===== config.mk =====
export PLATFORM = sky130hd
export DESIGN_NAME = logistic_osc_scheduler
export DESIGN_NICKNAME = d
export VERILOG_FILES = /design/src/rtl/logistic_pkg.sv /design/src/rtl/logistic_osc_scheduler_mult.sv /design/src/rtl/logistic_osc_scheduler.sv
export SDC_FILE = /design/constraint.sdc
export NUM_CORES = 1
export LEC_CHECK = 0
export CORE_MARGIN = 5
export CORE_UTILIZATION = 38
export CTS_CLUSTER_SIZE = 10
export DETAILED_ROUTE_END_ITERATION = 10
export PLACE_DENSITY_LB_ADDON = 0.2
export SLEW_MARGIN = 0
export SYNTH_ARGS = -nofsm -noshare
export SYNTH_HDL_FRONTEND = slang
export SYNTH_SLANG_ARGS = --single-unit

===== constraint.sdc =====
create_clock -name clk -period 11.3 [get_ports clk]
set_clock_uncertainty 0.15 [all_clocks]
set_input_delay 1.13 -clock clk [delete_from_list [all_inputs] [get_ports clk]]
set_output_delay 1.13 -clock clk [all_outputs]
set_load 0.005 [all_outputs]

===== src/rtl/logistic_pkg.sv =====
// Shared types and constants for the logistic oscillator scheduler.
// FSM encoding, operand width, default r values and the seed formula.
package logistic_pkg;

  typedef enum logic [1:0] {
    IDLE = 2'd0,
    MUL1 = 2'd1,
    MUL2 = 2'd2,
    WB   = 2'd3
  } state_t;

  localparam int DEF_R_BASE = 233964;
  localparam int DEF_R_INC  = 650;

  function automatic int calc_w(input int frac);
    return frac + 2;
  endfunction

  // x[i] = 0.25 + i/256 in Q0.FRAC
  function automatic int seed_val(input int frac, input int i);
    return (1 << (frac - 2)) + i * (1 << (frac - 8));
  endfunction

endpackage


===== src/rtl/logistic_osc_scheduler_mult.sv =====
// Radix-2 shift-add multiplier: start/a/b in, done/product out.
// Done rises W cycles after the start cycle; start is ignored while busy.
module shift_add_mult #(
  parameter int W = 18
) (
  input  logic           clk,
  input  logic           reset,
  input  logic           start,
  input  logic [W-1:0]   a,
  input  logic [W-1:0]   b,
  output logic           busy,
  output logic           done,
  output logic [2*W-1:0] product
);

  localparam int CW = $clog2(W) + 1;

  logic [2*W-1:0] mcand;
  logic [W-1:0]   mplier;
  logic [CW-1:0]  cnt;

  // First partial product is folded into the load edge so the
  // remaining W-1 iterations finish with done in the W-th cycle.
  always_ff @(posedge clk or posedge reset) begin
    if (reset) begin
      busy    <= 1'b0;
      done    <= 1'b0;
      product <= '0;
      mcand   <= '0;
      mplier  <= '0;
      cnt     <= '0;
    end else begin
      done <= 1'b0;
      if (busy) begin
        if (mplier[0]) product <= product + mcand;
        mcand  <= mcand << 1;
        mplier <= mplier >> 1;
        cnt    <= cnt - 1'b1;
        if (cnt == CW'(1)) begin
          done <= 1'b1;
          busy <= 1'b0;
        end
      end else if (start) begin
        product <= b[0] ? {{W{1'b0}}, a} : '0;
        mcand   <= {{(W-1){1'b0}}, a, 1'b0};
        mplier  <= {1'b0, b[W-1:1]};
        cnt     <= CW'(W - 1);
        busy    <= 1'b1;
      end
    end
  end

endmodule


===== src/rtl/logistic_osc_scheduler.sv =====
// Iterates N_OSC logistic maps through one shared multiplier per step
// and mixes their states into a 1-bit square-wave output (snd).
// Ports: clk, reset (async high), step in; busy, pass_done,
// overrun (sticky), snd out.
module logistic_osc_scheduler
  import logistic_pkg::*;
#(
  parameter int N_OSC      = 8,
  parameter int FRAC       = 16,
  parameter int R_BASE     = DEF_R_BASE,
  parameter int R_INC      = DEF_R_INC,
  parameter int PHASE_BITS = 16
) (
  input  logic clk,
  input  logic reset,
  input  logic step,
  output logic busy,
  output logic pass_done,
  output logic overrun,
  output logic snd
);

  localparam int W  = calc_w(FRAC);
  localparam int IW = $clog2(N_OSC);
  localparam logic [IW-1:0] LAST = IW'(N_OSC - 1);
  localparam logic [W-1:0]  ONE  = W'(1) << FRAC;

  state_t              state;
  logic [IW-1:0]       idx;
  logic                pending;
  logic [FRAC-1:0]     x [N_OSC];
  logic [FRAC-1:0]     a1;
  logic [FRAC+3:0]     p;
  logic [FRAC-1:0]     x_new;
  logic [PHASE_BITS-1:0] phase [N_OSC];

  logic [W-1:0]   m_a;
  logic [W-1:0]   m_b;
  logic           m_start;
  logic           m_busy;
  logic           m_done;
  logic [2*W-1:0] m_product;

  logic [31:0] r_full;
  logic [W-1:0] r_cur;
  logic        last_wb;
  logic        snd_next;
  logic        unused_bits;

  assign r_full  = 32'(R_BASE) + 32'(idx) * 32'(R_INC);
  assign r_cur   = r_full[W-1:0];
  assign last_wb = (state == WB) && (idx == LAST);

  always_comb begin
    m_a = '0;
    m_b = '0;
    unique case (state)
      MUL1: begin
        m_a = {2'b00, x[idx]};
        m_b = ONE - {2'b00, x[idx]};
      end
      MUL2: begin
        m_a = r_cur;
        m_b = {2'b00, a1};
      end
      default: begin
        m_a = '0;
        m_b = '0;
      end
    endcase
  end

  // Kick only in the first cycle of a MUL state: not yet running,
  // and not the done cycle of the previous operation.
  assign m_start = ((state == MUL1) || (state == MUL2))
                 && !m_busy && !m_done;

  shift_add_mult #(.W(W)) u_mult (
    .clk     (clk),
    .reset   (reset),
    .start   (m_start),
    .a       (m_a),
    .b       (m_b),
    .busy    (m_busy),
    .done    (m_done),
    .product (m_product)
  );

  always_comb begin
    x_new = p[FRAC-1:0];
    if (|p[FRAC+3:FRAC]) x_new = '1;
    if (x_new == '0) x_new = FRAC'(seed_val(FRAC, int'(idx)));
  end

  always_ff @(posedge clk or posedge reset) begin
    if (reset) begin
      state     <= IDLE;
      idx       <= '0;
      pending   <= 1'b0;
      busy      <= 1'b0;
      pass_done <= 1'b0;
      overrun   <= 1'b0;
      a1        <= '0;
      p         <= '0;
      for (int i = 0; i < N_OSC; i++)
        x[i] <= FRAC'(seed_val(FRAC, i));
    end else begin
      pass_done <= 1'b0;
      case (state)
        IDLE: begin
          if (step || pending) begin
            pending <= 1'b0;
            idx     <= '0;
            state   <= MUL1;
            busy    <= 1'b1;
          end
        end
        MUL1: begin
          if (m_done) begin
            a1    <= m_product[2*FRAC-1:FRAC];
            state <= MUL2;
          end
        end
        MUL2: begin
          if (m_done) begin
            p         <= m_product[2*W-1:FRAC];
            state     <= WB;
            pass_done <= (idx == LAST);
          end
        end
        WB: begin
          x[idx] <= x_new;
          if (idx != LAST) begin
            idx   <= idx + 1'b1;
            state <= MUL1;
          end else if (pending || step) begin
            // a step landing here chains straight into the next pass
            idx     <= '0;
            pending <= 1'b0;
            state   <= MUL1;
            if (pending && step) overrun <= 1'b1;
          end else begin
            state <= IDLE;
            busy  <= 1'b0;
          end
        end
        default: state <= IDLE;
      endcase
      if (state != IDLE && !last_wb && step) begin
        if (pending) overrun <= 1'b1;
        else         pending <= 1'b1;
      end
    end
  end

  always_comb begin
    snd_next = 1'b0;
    for (int i = 0; i < N_OSC; i++)
      snd_next = snd_next ^ phase[i][PHASE_BITS-1];
  end

  always_ff @(posedge clk or posedge reset) begin
    if (reset) begin
      snd <= 1'b0;
      for (int i = 0; i < N_OSC; i++)
        phase[i] <= '0;
    end else begin
      snd <= snd_next;
      for (int i = 0; i < N_OSC; i++)
        phase[i] <= phase[i]
          + PHASE_BITS'({1'b0, x[i][FRAC-1:FRAC-4]} + 5'd1);
    end
  end

  assign unused_bits = ^{m_product[FRAC-1:0], r_full[31:W]};

endmodule


==> results_dict.tcl <==
set metrics [dict create \
    drv_slew 0 \
    ant_nets 0 \
    hold_violations 0 \
    via_per_inst 5.26 \
    fmax_ghz 0.282 \
    ys_seq_elements 396 \
    area_growth_pct 10.8 \
    nets 1997 \
    pwr-share-comb 0.011 \
    initial_core_util 0.385 \
    first_pass_iters 5 \
    syn_avg_cell_area_sq_um 10.4 \
    ys.flop_type "dfrtp_1" \
    clock-root-buffer "clkbuf_16" \
    drive_gt1_frac 0.0972 \
    regArea_sq_um 9940 \
    crit_path_start_kind "flip-flop" \
    cap_viol_max_count 0 \
    final_util 0.427 \
    die_height_um 238 \
    clk_pin_slew_ns 0.06 \
    tightest_slew_ns 1.13 \
    synthArstFlopShare 1.00 \
    clock_path_buffers 3 \
    grt_pass1_vias 13600 \
    yosys-top-cells-area "dfrtp_1 (47%), o21ai_0 (5.7%), nand2_1 (5.5%), ha_1 (5.4%), xnor2_1 (5.3%)" \
    p_int_mw 2.25 \
    die_w_um 238 \
    hp-class "reg2reg" \
    gp_congestion 0.845 \
    yosysWarnings 0 \
    p_seq_frac 0.496 \
    cts_tree "done" \
    status "finished, final reports clean" \
    num_rows 83 \
    antenna_found_initial 0 \
    cts.sinks 396 \
    r2r_slack_ns 7.75 \
    power_switching_mw 0.616 \
    cts_hold_buf 0 \
    synthCells 1907 \
    required_ns 11.61 \
    drc 0 \
    clockPowerShare 0.493 \
    setup_viol 0 \
    vias 13700 \
    die_area_sq_um 56900 \
    clk_latency_ns 0.58 \
    vdd_ir_drop_max_mv 0.0976 \
    io_buffer_count 6 \
    n_fill_cell 5036 \
    grtUsageTotal 0.162 \
    end_kind "flip-flop" \
    cts_buffers 48 \
    power.density_nw_per_um2 130 \
    yosysTopAreaCellShare 0.474 \
    arrival_ns 3.85 \
    placeableCoreArea_sq_um 51500 \
    grt_max_degree 179 \
    h-tree-depth 2 \
    antenna_cells 0 \
    synth_seq_area_share 0.501 \
    fin_tns_setup_ns 0 \
    slew_headroom 0.242 \
    rsz0062_at_grt "false" \
    swShare 0.215 \
    cts_setup_buffers 0 \
    fin_crit_ns 3.55 \
    period_share 0.314 \
    initialDrtViolationCount 1012 \
    grt_pass1_wl_mm 75.5 \
    yosysUniqueCellTypes 71 \
    crit_type "reg2reg" \
    yosys.area.top_type "dfrtp_1" \
    route.detailed.wl_per_inst_um 17.5 \
    syn-cell-area_sq_um 19800 \
    dp_hpwl_mm 31.0 \
    wl_mm 45.8 \
    multi_input_area_sq_um 9290 \
    synthesis.nets 2005 \
    synth_edf_count 0 \
    ctsResizeCount 0 \
    path_max_fanout 30 \
    overflow 0 \
    pin_count 7 \
    cellLeakagePower_nw 10.4 \
]
cell usage after synthesis, types with 3 or more instances:
master      n
a21o_1     48
a21oi_1    60
a221o_1     5
a221oi_1   14
a222oi_1   16
a22o_1      3
a22oi_1     3
a31oi_1     5
and2_1      6
and3_1     17
buf_1       5
buf_2       9
buf_4       3
clkbuf_1   63
dfrtp_1   376
dfstp_2    20
fa_1       10
ha_1       85
inv_1      68
mux2_2     39
mux2i_1    21
mux4_2     32
nand2_1   292
nand2b_1   16
nand3_1    48
nand3b_1    3
nand4_1    31
nor2_1    109
nor2b_1    13
nor3_1     17
nor4_1      6
o211ai_1    7
o21ai_0   224
o21bai_1    4
o22ai_1     9
o311ai_0    3
o31ai_1     4
or3_1       3
xnor2_1   120
xor2_1     52
worst max-delay path: stages, from the launching register on:
cell and delay (ns):
dfrtp_2 0.59, buf_4 0.54, mux4_2 0.56, mux2i_1 0.39
ha_1 0.26, and2_1 0.28, nand3b_1 0.13, xnor2_1 0.17
a222oi_1 0.26, nor2_1 0.08
state kept, by name, indices dropped and copies added (netlist names):
register        count
phase             128
x                 128
u_mult.mcand       35
u_mult.product     35
p                  20
a1                 16
u_mult.mplier      16
u_mult.cnt          6
idx                 3
state               2
busy                1
overrun             1
pass_done           1
pending             1
snd                 1
u_mult.busy         1
u_mult.done         1
logic make-up (layout without fill, tap and decap cells):
logic type               after synthesis  count (layout)  synth area share
AND/OR/NAND/NOR                      574             574             0.129
AO/OA/AOI/OAI                        425             425             0.130
flip-flops                           396             396             0.501
XOR/XNOR                             172             172            0.0760
buffers and inverters                151             178            0.0305
adder cells (fa/ha/maj)               95              95            0.0637
multiplexers                          94              94            0.0705
power by group through the flow:
stage,logic [mW],clock network (mW),registers (mW)
after global placement,0.0325,0,1.44
after floorplan,0.0212,0,1.45
after detailed placement,0.0329,0,1.44
final,0.0304,1.41,1.42
after CTS,0.0331,1.46,1.42
after global routing,0.0371,1.52,1.42
per-layer routing:
layer	track usage	routed length (um)	up-vias	share of wire
met5	0	0	-	0
li1	-	-	6649	-
met1	0.231	21900	6800	0.48
met2	0.259	21000	228	0.46
met4	0.0426	1050	0	0.023
met3	0.0269	1830	60	0.040
metrics by stage:
step	setup WS, ns	power, mW	cell area (sq um)	hold slack (ns)	cells
2_1_floorplan	4.71	1.47	19800	0.285	1907
3_3_place_gp	7.64	1.48	20600	0.299	2529
3_5_place_dp	7.63	1.48	20600	0.303	2529
4_1_cts	7.69	2.91	22000	0.315	2614
5_1_grt	7.39	2.98	22000	0.331	2614
6_report	7.75	2.86	22000	0.312	2614
layout make-up:
cell class / instances / area share
timing repair buffer: 24 / 0.00945
tap: 680 / 0.0387
clock buffer: 79 / 0.0624
clock inverter: 6 / 0.00222
inverter: 69 / 0.0120
sequential: 396 / 0.452
multi-input combinational: 1360 / 0.423
placed cells by master (no fill, tap or decap), types with 50 or more instances in the layout:
master     synthesis  final
xor2_1            52     52
nand2_1          292    292
inv_1             68     67
o21ai_0          224    224
a21oi_1           60     60
xnor2_1          120    120
dfrtp_1          376    374
clkbuf_16          0     50
ha_1              85     85
nor2_1           109    108
worst paths after layout:
path / start / to / cells after the start
max: idx[0] / u_mult.mplier[5] / 9
min: phase[28] / phase[28] / 1
max reg2reg: idx[0] / u_mult.mplier[5] / 9
min reg2reg: phase[28] / phase[28] / 1
max in group asynchronous: reset / p[5] / 4
min in group asynchronous: reset / x[21] / 3
No activity file was read; power rests on OpenSTA's default activity.
